--- src/rtl/mips_pkg.sv ---
`default_nettype none
// ============================================================================
// Module  : mips_pkg
// Brief   : Shared constants and types for the MEM-stage access unit:
//           control-bit indices, access-size and FSM encodings.
// Revision: 1.0 - initial release
// ============================================================================
package mips_pkg;

    // Default widths
    localparam int DEF_NB_DATA = 32;
    localparam int DEF_NB_REG  = 5;

    // mem_signals bit indices
    localparam int MEM_SIGN  = 5;
    localparam int MEM_READ  = 4;
    localparam int MEM_WRITE = 3;
    localparam int MEM_WORD  = 2;
    localparam int MEM_HALF  = 1;
    localparam int MEM_BYTE  = 0;

    // wb_signals bit indices
    localparam int WB_REGWRITE  = 2;
    localparam int WB_MEMTOREG1 = 1;
    localparam int WB_MEMTOREG0 = 0;

    // Access size as decoded from the one-hot size bits
    typedef enum logic [1:0] {
        SZ_BYTE = 2'd0,
        SZ_HALF = 2'd1,
        SZ_WORD = 2'd2
    } size_t;

    // Access FSM encoding
    typedef enum logic [0:0] {
        S_IDLE = 1'b0,
        S_WAIT = 1'b1
    } state_t;

endpackage : mips_pkg
`default_nettype wire

--- src/rtl/load_formatter.sv ---
`default_nettype none
// ============================================================================
// Module  : load_formatter
// Brief   : Picks the addressed byte/halfword lane out of a little-endian
//           read word and sign- or zero-extends it to the datapath width.
// Revision: 1.0 - initial release
// ============================================================================
module load_formatter
    import mips_pkg::*;
#(
    parameter int NB_DATA = DEF_NB_DATA
) (
    input  logic [NB_DATA-1:0] rdata_i,
    input  logic [1:0]         addr_i,
    input  size_t              size_i,
    input  logic               sign_i,
    output logic [NB_DATA-1:0] data_o
);

    logic [7:0]  byte_sel;
    logic [15:0] half_sel;

    // Lane selection followed by extension according to size and sign
    always_comb begin
        byte_sel = 8'h00;
        half_sel = 16'h0000;
        data_o   = '0;

        case (addr_i)
            2'd0:    byte_sel = rdata_i[7:0];
            2'd1:    byte_sel = rdata_i[15:8];
            2'd2:    byte_sel = rdata_i[23:16];
            default: byte_sel = rdata_i[31:24];
        endcase

        half_sel = addr_i[1] ? rdata_i[31:16] : rdata_i[15:0];

        case (size_i)
            SZ_BYTE: data_o = sign_i ? {{(NB_DATA-8){byte_sel[7]}}, byte_sel}
                                     : {{(NB_DATA-8){1'b0}}, byte_sel};
            SZ_HALF: data_o = sign_i ? {{(NB_DATA-16){half_sel[15]}}, half_sel}
                                     : {{(NB_DATA-16){1'b0}}, half_sel};
            default: data_o = rdata_i;
        endcase
    end

endmodule : load_formatter
`default_nettype wire

--- src/rtl/mem_access_unit.sv ---
`default_nettype none
// ============================================================================
// Module  : mem_access_unit
// Brief   : MEM pipeline stage. Issues aligned loads/stores to a handshaked
//           data memory, stalls upstream while waiting for the ack, formats
//           load data and drives the MEM/WB register. Misaligned accesses
//           are dropped (regWrite cleared) and flagged for one cycle.
// Revision: 1.0 - initial release
// ============================================================================
module mem_access_unit
    import mips_pkg::*;
#(
    parameter int NB_DATA   = DEF_NB_DATA,
    parameter int NB_REG    = DEF_NB_REG,
    parameter int NB_MEMSIG = 6,
    parameter int NB_WBSIG  = 3
) (
    input  logic                 clock,
    input  logic                 reset,
    input  logic                 valid_i,
    input  logic [NB_MEMSIG-1:0] mem_signals_i,
    input  logic [NB_WBSIG-1:0]  wb_signals_i,
    input  logic [NB_DATA-1:0]   alu_result_i,
    input  logic [NB_DATA-1:0]   store_data_i,
    input  logic [NB_REG-1:0]    rd_i,
    output logic                 stall_o,
    output logic                 dmem_req_o,
    output logic                 dmem_we_o,
    output logic [NB_DATA-1:0]   dmem_addr_o,
    output logic [NB_DATA-1:0]   dmem_wdata_o,
    output logic [3:0]           dmem_be_o,
    input  logic [NB_DATA-1:0]   dmem_rdata_i,
    input  logic                 dmem_ack_i,
    output logic                 wb_valid_o,
    output logic [NB_WBSIG-1:0]  wb_signals_o,
    output logic [NB_DATA-1:0]   wb_data_o,
    output logic [NB_DATA-1:0]   alu_result_o,
    output logic [NB_REG-1:0]    rd_o,
    output logic                 misaligned_o
);

    state_t               state_q;
    logic                 dmem_req_q;
    logic                 dmem_we_q;
    logic [NB_DATA-1:0]   dmem_addr_q;
    logic [NB_DATA-1:0]   dmem_wdata_q;
    logic [3:0]           dmem_be_q;
    logic                 wb_valid_q;
    logic [NB_WBSIG-1:0]  wb_signals_q;
    logic [NB_DATA-1:0]   wb_data_q;
    logic [NB_DATA-1:0]   alu_result_q;
    logic [NB_REG-1:0]    rd_q;
    logic                 misaligned_q;

    // Attributes of the access in flight, captured at start
    size_t                pend_size_q;
    logic                 pend_sign_q;
    logic                 pend_load_q;
    logic [NB_WBSIG-1:0]  pend_wbsig_q;

    size_t                size;
    logic                 aligned;
    logic                 is_mem;
    logic                 is_write;
    logic                 in_idle;
    logic                 in_wait;
    logic                 start;
    logic                 misalign;
    logic                 ack;
    logic [3:0]           be_d;
    logic [NB_DATA-1:0]   wdata_d;
    logic [NB_WBSIG-1:0]  wbsig_noreg;
    logic [NB_DATA-1:0]   load_data;

    // Decode the incoming instruction: size, alignment, lanes and start
    always_comb begin
        if (mem_signals_i[MEM_WORD])      size = SZ_WORD;
        else if (mem_signals_i[MEM_HALF]) size = SZ_HALF;
        else if (mem_signals_i[MEM_BYTE]) size = SZ_BYTE;
        else                              size = SZ_WORD;

        case (size)
            SZ_BYTE: aligned = 1'b1;
            SZ_HALF: aligned = ~alu_result_i[0];
            default: aligned = (alu_result_i[1:0] == 2'b00);
        endcase

        case (size)
            SZ_BYTE: begin
                be_d    = 4'b0001 << alu_result_i[1:0];
                wdata_d = NB_DATA'(store_data_i[7:0]) << {alu_result_i[1:0], 3'b000};
            end
            SZ_HALF: begin
                be_d    = alu_result_i[1] ? 4'b1100 : 4'b0011;
                wdata_d = NB_DATA'(store_data_i[15:0]) << {alu_result_i[1], 4'b0000};
            end
            default: begin
                be_d    = 4'b1111;
                wdata_d = store_data_i;
            end
        endcase

        // Both read and write set resolves to a write
        is_write = mem_signals_i[MEM_WRITE];
        is_mem   = valid_i & (mem_signals_i[MEM_READ] | mem_signals_i[MEM_WRITE]);
        in_idle  = (state_q == S_IDLE);
        in_wait  = (state_q == S_WAIT);
        start    = in_idle & is_mem & aligned;
        misalign = in_idle & is_mem & ~aligned;
        ack      = in_wait & dmem_ack_i;

        wbsig_noreg              = wb_signals_i;
        wbsig_noreg[WB_REGWRITE] = 1'b0;
    end

    assign stall_o = start | (in_wait & ~dmem_ack_i);

    load_formatter #(
        .NB_DATA (NB_DATA)
    ) u_load_formatter (
        .rdata_i (dmem_rdata_i),
        .addr_i  (alu_result_q[1:0]),
        .size_i  (pend_size_q),
        .sign_i  (pend_sign_q),
        .data_o  (load_data)
    );

    // Access FSM with the memory-request and MEM/WB registers
    always_ff @(posedge clock or posedge reset) begin
        if (reset) begin
            state_q      <= S_IDLE;
            dmem_req_q   <= 1'b0;
            dmem_we_q    <= 1'b0;
            dmem_addr_q  <= '0;
            dmem_wdata_q <= '0;
            dmem_be_q    <= 4'b0000;
            wb_valid_q   <= 1'b0;
            wb_signals_q <= '0;
            wb_data_q    <= '0;
            alu_result_q <= '0;
            rd_q         <= '0;
            misaligned_q <= 1'b0;
            pend_size_q  <= SZ_WORD;
            pend_sign_q  <= 1'b0;
            pend_load_q  <= 1'b0;
            pend_wbsig_q <= '0;
        end else begin
            case (state_q)
                S_IDLE: begin
                    misaligned_q <= misalign;
                    alu_result_q <= alu_result_i;
                    rd_q         <= rd_i;
                    wb_data_q    <= '0;
                    if (start) begin
                        state_q      <= S_WAIT;
                        dmem_req_q   <= 1'b1;
                        dmem_we_q    <= is_write;
                        dmem_addr_q  <= {alu_result_i[NB_DATA-1:2], 2'b00};
                        dmem_wdata_q <= wdata_d;
                        dmem_be_q    <= be_d;
                        pend_size_q  <= size;
                        pend_sign_q  <= mem_signals_i[MEM_SIGN];
                        pend_load_q  <= ~is_write;
                        pend_wbsig_q <= wb_signals_i;
                        // Bubble into WB until the access completes
                        wb_valid_q   <= 1'b0;
                        wb_signals_q <= '0;
                    end else begin
                        wb_valid_q   <= valid_i;
                        if (!valid_i)     wb_signals_q <= '0;
                        else if (misalign) wb_signals_q <= wbsig_noreg;
                        else              wb_signals_q <= wb_signals_i;
                    end
                end
                default: begin
                    misaligned_q <= 1'b0;
                    if (ack) begin
                        state_q      <= S_IDLE;
                        dmem_req_q   <= 1'b0;
                        wb_valid_q   <= 1'b1;
                        wb_signals_q <= pend_wbsig_q;
                        wb_data_q    <= pend_load_q ? load_data : '0;
                    end else begin
                        wb_valid_q   <= 1'b0;
                        wb_signals_q <= '0;
                    end
                end
            endcase
        end
    end

    assign dmem_req_o   = dmem_req_q;
    assign dmem_we_o    = dmem_we_q;
    assign dmem_addr_o  = dmem_addr_q;
    assign dmem_wdata_o = dmem_wdata_q;
    assign dmem_be_o    = dmem_be_q;
    assign wb_valid_o   = wb_valid_q;
    assign wb_signals_o = wb_signals_q;
    assign wb_data_o    = wb_data_q;
    assign alu_result_o = alu_result_q;
    assign rd_o         = rd_q;
    assign misaligned_o = misaligned_q;

endmodule : mem_access_unit
`default_nettype wire

--- config.mk ---
export PLATFORM = sky130hd
export DESIGN_NAME = mem_access_unit
export DESIGN_NICKNAME = d
export VERILOG_FILES = /design/src/rtl/mips_pkg.sv /design/src/rtl/load_formatter.sv /design/src/rtl/mem_access_unit.sv
export SDC_FILE = /design/constraint.sdc
export NUM_CORES = 1
export LEC_CHECK = 0
export BUFFER_PORTS_ARGS = -buffer_cell sky130_fd_sc_hd__buf_2
export CORE_MARGIN = 5
export CORE_UTILIZATION = 50
export CTS_BUF_LIST = sky130_fd_sc_hd__clkbuf_8
export CTS_CLUSTER_SIZE = 8
export DETAILED_ROUTE_END_ITERATION = 8
export PLACE_DENSITY = 0.82
export SKIP_LAST_GASP = 1
export SYNTH_ARGS = -nofsm -noshare
export SYNTH_HDL_FRONTEND = slang
export SYNTH_SLANG_ARGS = --single-unit
--- constraint.sdc ---
create_clock -name clock -period 9.4 [get_ports clock]
set_input_delay 0 -clock clock [delete_from_list [all_inputs] [get_ports clock]]
set_output_delay 0 -clock clock [all_outputs]
set_load 0.02 [all_outputs]
==> After elaboration in Yosys (flattened, before gate mapping) <==
Cells that the tools add are included.
{ "word_totals": {"output_inout_bits": 145, "elab_cells": 74, "reg_bits": 150} }
{ "classes": {"n_shift": 3, "reduce_logical": 7, "n_mux": 30, "n_eq_ne": 5, "n_bitwise": 13} }
{ "ops": {"columns": ["op", "n"], "rows": [
  ["32-bit 2-to-1 mux", 5],
  ["32-bit case mux with 2 select lines", 2],
  ["16-bit by 5-bit left shift with 32-bit output", 1],
  ["8-bit by 5-bit left shift with 32-bit output", 1],
  ["8-bit case mux with 3 select lines", 1],
  ["16-bit 2-to-1 mux", 1],
  ["3-bit 2-to-1 mux", 5],
  ["1-bit 2-to-1 mux", 10],
  ["2-bit zero test", 4],
  ["4-bit case mux with 2 select lines", 1],
  ["1-bit AND", 6],
  ["2-bit by 1-bit equality test with 1-bit output, second input constant", 3],
  ["2-bit 2-to-1 mux", 3],
  ["1-bit NOT", 5],
  ["4-bit 2-to-1 mux", 1],
  ["2-bit AND reduction", 2],
  ["1-bit by 2-bit left shift with 4-bit output, first input constant", 1],
  ["2-bit equality test, second input constant", 1],
  ["2-bit by 1-bit inequality test with 1-bit output, second input constant", 1],
  ["1-bit bitwise OR", 2],
  ["1-bit case mux with 2 select lines", 1],
  ["2-bit nonzero test", 1]
]} }

==> Longest topological paths before layout <==
{ "logic_depth": {"depth_word": 11, "depth_mapped": 7} }

==> Hierarchy <==
Synthesis repeated with hierarchy kept, for this count alone.
{ "hier_totals": {"hier_cells": 561, "area_unflattened_um2": 7302.0} }
{ "by_module_without_submodules": {"columns": ["mod", "cells_per_inst", "area_per_inst_um2", "n_inst"], "rows": [
  ["mem_access_unit", 446, 6426.2, 1],
  ["load_formatter", 115, 875.8, 1]
]} }

==> Worst setup path after synthesis <==
Ideal clock, no wire load.
{ "synth_timing": {"path_kind": "register to register", "from": "reg alu_result_q[1], in the netlist alu_result_o[1]", "to": "reg wb_data_q[16], in the netlist wb_data_o[16]", "stages_incl_launch_ff": 8, "slack_ps": 7639, "arrival_time_ps": 1635, "path_cell_list": "dfrtp_1 > buf_6 > mux2i_1 > o22ai_1 > and4_1 > buf_6 > buf_6 > a221o_1"} }
{ "synth_between": {"elab_chain_cells": 7, "word_cells_on_any_way": 11} }
{ "synth_lines": {"columns": ["item", "line", "text"], "rows": [
  ["start, declared", "mem_access_unit.sv:51", "logic [NB_DATA-1:0] alu_result_q;"],
  ["start signal, assigned", "mem_access_unit.sv:151", "alu_result_q <= alu_result_i;"],
  ["2-bit equality test (tied with other cells)", "load_formatter.sv:29", "case (addr_i)"],
  ["8-bit case mux with 3 select lines", "load_formatter.sv:29", null],
  ["32-bit 2-to-1 mux", "load_formatter.sv:39", "SZ_BYTE: data_o = sign_i ? {{(NB_DATA-8){byte_sel[7]}}, byte_sel}"],
  ["32-bit case mux with 2 select lines *", "load_formatter.sv:38", "case (size_i)"],
  ["32-bit 2-to-1 mux *", "mem_access_unit.sv:182", "wb_data_q <= pend_load_q ? load_data : '0;"],
  ["32-bit 2-to-1 mux *", "mem_access_unit.sv:177", "if (ack) begin"],
  ["32-bit 2-to-1 mux *", "mem_access_unit.sv:148", "case (state_q)"],
  ["end signal, assigned", "mem_access_unit.sv:182", null],
  ["end, declared", "mem_access_unit.sv:50", "logic [NB_DATA-1:0] wb_data_q;"]
]} }
Every way passes the cells marked *; elsewhere a longest branch is shown, timed or not. The select of a mux whose other input is x is not followed.
A chain may end at the register's enable or synchronous reset.

==> Worst setup path after layout <==
{ "layout_timing": {"from": "reg state_q, in the netlist in_wait", "to": "out stall_o"} }
{ "layout_between": {"elab_chain_cells": 4, "word_cells_on_any_way": 5} }
{ "layout_lines": {"columns": ["item", "line", "text"], "rows": [
  ["start, declared", "mem_access_unit.sv:42", "state_t state_q;"],
  ["start signal, assigned", "mem_access_unit.sv:131", "state_q <= S_IDLE;"],
  ["start signal, assigned", "mem_access_unit.sv:155", "state_q <= S_WAIT;"],
  ["start signal, assigned", "mem_access_unit.sv:178", "state_q <= S_IDLE;"],
  ["1-bit NOT (no line)", null, null],
  ["1-bit AND (2 in a row)", "mem_access_unit.sv:108", "start = in_idle & is_mem & aligned;"],
  ["1-bit bitwise OR *", "mem_access_unit.sv:116", "assign stall_o = start | (in_wait & ~dmem_ack_i);"],
  ["end, declared", "mem_access_unit.sv:26", "output logic stall_o,"]
]} }
Every way passes the cells marked *; elsewhere a longest branch is shown, timed or not.

==> flow_summary.yaml <==
final_layout:
  fin_nets: 1008
  num-fill-cells: 901
  drive_above_1_share: 0.431
  areaGrowthSynthToFinish_pct: 45.8
  regArea_um2: 3760
  final_area_um2: 9630
  multi_input_area_um2: 2570
yosys:
  seq_area_frac_synth: 0.568
  synth_top_cells_by_count: "dfrtp_1, mux2_2, o21ai_0"
  syn_avg_cell_area_um2: 12.5
  synth_edf_count: 0
  synth_area_um2: 6610
  ys_async_sr_fraction: 1.00
  ys.flop_type: "dfrtp_1"
  yosysTopAreaCell: "dfrtp_1"
  yosysWarnings: 0
  synth_top_area_frac: 0.564
  synth.most_common_cell: "dfrtp_1"
  synthTopCellsByArea: "dfrtp_1, mux2_2, o21ai_0"
  ys_ff_latch: 150
  syn_inst: 528
  synth.distinct_cells: 44
clock_tree:
  cts_setup_buffers: 0
  cts_root_buf: "clkbuf_8"
  cts_tree: "yes"
  cts_sinks: 150
  clock_tree.buffer_depth: 2
  clock_latency_ns: 0.46
  clk_pin_slew_ns: 0.08
  cts.htree.levels: 4
  cts_buffers: 17
global_route:
  grt-ovfl-total: 0
  antenna_found_initial: 2
  track_usage: 0.276
  grt_pass1_wl_um: 34500
  first_global_vias: 6470
  grt_start_max_net_pins: 78
power:
  max-vdd-ir-drop_mv: 0.119
  power_density_nw_per_um2: 210
  cellLeakagePower_nw: 4.67
floorplan:
  coreArea_um2: 13100
  ios: 259
  std_cell_rows: 42
  start_util: 0.505
  die_x_um: 125
  die-area_um2: 15600
  die_h_um: 125
worst_setup_path:
  crit_family: "compound AO/OA/AOI/OAI gates"
  critical_path_required_ns: 9.40
  cp_slowest_cell: "o21a_4"
  critPathArrivalTime_ns: 3.05
  critical_path_buf_inv_count: 1
  worstSetupPathType: "reg2out"
  start_kind: "flip-flop"
  cp-end-kind: "output port"
  cp_cell_sequence: "nand2b_1 > nor2_1 > o21a_4 > or2_1 > buf_2"
  cp_max_fo: 66
  slowest_delay_ns: 0.84
drt:
  dr_wl_met3_um: 1640
  vias_per_cell: 5.52
  totalWireLength_um: 21500
  drtPass1Iterations: 5
  wl_met2_um: 10800
  highest_layer: "met5"
  avgRoutedWirePerCell_um: 19.8
  m1WireLength_um: 8270
  remaining_drc_errors: 0
  ant_nets: 0
  via_count: 5986
  drt_iter0_drc: 414
timing:
  skew_ns: 0.0146
  finalSetupViolCount: 0
  hold_slack_ns: 0.0380
  slew_headroom: 0.302
  fin_ws_ns: 6.35
  fin_crit_ns: 3.05
  tns_ns: 0
  tightest_slew_ns: 1.04
  max_clock_freq_ghz: 0.328
  fin_crit_sh: 0.324
  rsz0062_at_grt: "false"
  report.final.hold_viol_count: 0
  slew_violations: 0
flow_run:
  maxCapViolations: 0
run_status:
  status: "complete, no violations"
placement:
  dpl.hpwl_um: 13700
  io_buffers: 256
  dpl_cell_area_um2: 7960
  pre_cts_slack_ns: 6.54
  place_congestion: 0.879
min_path:
  hold_path.class: "in2reg"
==> tightest hold or removal path, stage by stage <==
cell and delay [ns]:
buf_2 0.07, nor2_1 0.08, nor4_1 0.26
==> kinds of logic (layout without fill, tap and decap cells) <==
group                  count (synthesis)  after routing  synth area share
AND/OR/NAND/NOR                       78             78            0.0598
AO/OA/AOI/OAI                        130            130             0.134
multiplexers                         110            110             0.193
flip-flops                           150            150             0.568
buffers and inverters                 59            437            0.0443
other                                  1              3          0.000568
==> worst paths after layout <==
check                           slack [ns]                        from                            to  cells after the start
worst max-delay path                  6.35           in_wait$_DFF_PP0_                       stall_o                      5
worst min-delay path                  0.04            mem_signals_i[4]        misaligned_o$_DFF_PP0_                      3
worst max register to register        6.46           in_wait$_DFF_PP0_  dmem_wdata_o[22]$_DFFE_PP0P_                      5
worst min register to register        0.49  dmem_addr_o[6]$_DFFE_PP0P_    dmem_addr_o[6]$_DFFE_PP0P_                      1
max in group asynchronous             7.74                       reset             in_wait$_DFF_PP0_                      4
min in group asynchronous             0.21                       reset   dmem_addr_o[19]$_DFFE_PP0P_                      3
==> registers in the layout, summed over array words and instances (netlist names), 2 cells and up <==
register and flops:
dmem_be_o 4, alu_result_o 32, wb_data_o 32, rd_o 5, dmem_wdata_o 32, pend_size_q 2, pend_wbsig_q 3, wb_signals_o 3
dmem_addr_o 30
==> timing repair <==
| item | 4_1_cts | 5_1_grt |
|---|---|---|
| hold endpoints to repair | 221 | 0 |
| hold buffers | 121 | 0 |
| gates resized for setup | 0 | 0 |
==> layout make-up <==
type                            instances  area share
Inverter                               24     0.00988
Clock buffer                           17      0.0243
Multi-Input combinational cell        320       0.267
Antenna cell                            1    0.000260
Timing Repair Buffer                  381       0.262
Clock inverter                         15      0.0235
Tap cell                              176      0.0229
Sequential cell                       150       0.390
==> routing by layer <==
metal | up-vias | global-route usage
met5 | - | 0
met4 | 2 | 0.125
met3 | 67 | 0.0819
met2 | 350 | 0.471
met1 | 2928 | 0.325
li1 | 2639 | -
==> where the power goes <==
part           internal (W)  total (W)  switching, W
combinational      0.000254   0.000591      0.000338
clock              0.000318   0.000576      0.000258
sequential         0.000765   0.000856     0.0000906
total               0.00134    0.00202      0.000687
==> layout by cell type (no fill, tap or decap), types with 3 or more instances in the layout <==
master / count
a21o_1: 3
a21oi_1: 17
a221o_1: 16
a22o_1: 24
a22oi_1: 8
buf_2: 256
buf_4: 4
bufinv_16: 5
clkbuf_8: 17
clkinv_4: 4
dfrtp_1: 148
dlygate4sd3_1: 121
inv_1: 24
inv_6: 3
mux2_2: 72
mux2_4: 16
mux2i_1: 21
nand2_1: 36
nand2b_1: 5
nand3_1: 5
nor2_1: 9
nor2b_1: 3
o21ai_0: 50
or3_1: 8
==> stage by stage <==
| stage | utilization | instances | power [W] |
|---|---|---|---|
| 2_1_floorplan | - | 529 | 0.00120 |
| 3_3_place_gp | 0.608 | 930 | 0.00138 |
| 3_5_place_dp | 0.608 | 930 | 0.00141 |
| 4_1_cts | 0.736 | 1083 | 0.00201 |
| 5_1_grt | 0.736 | 1084 | 0.00212 |
| 6_report | 0.736 | 1084 | 0.00202 |
No activity file was read; power rests on OpenSTA's default activity.
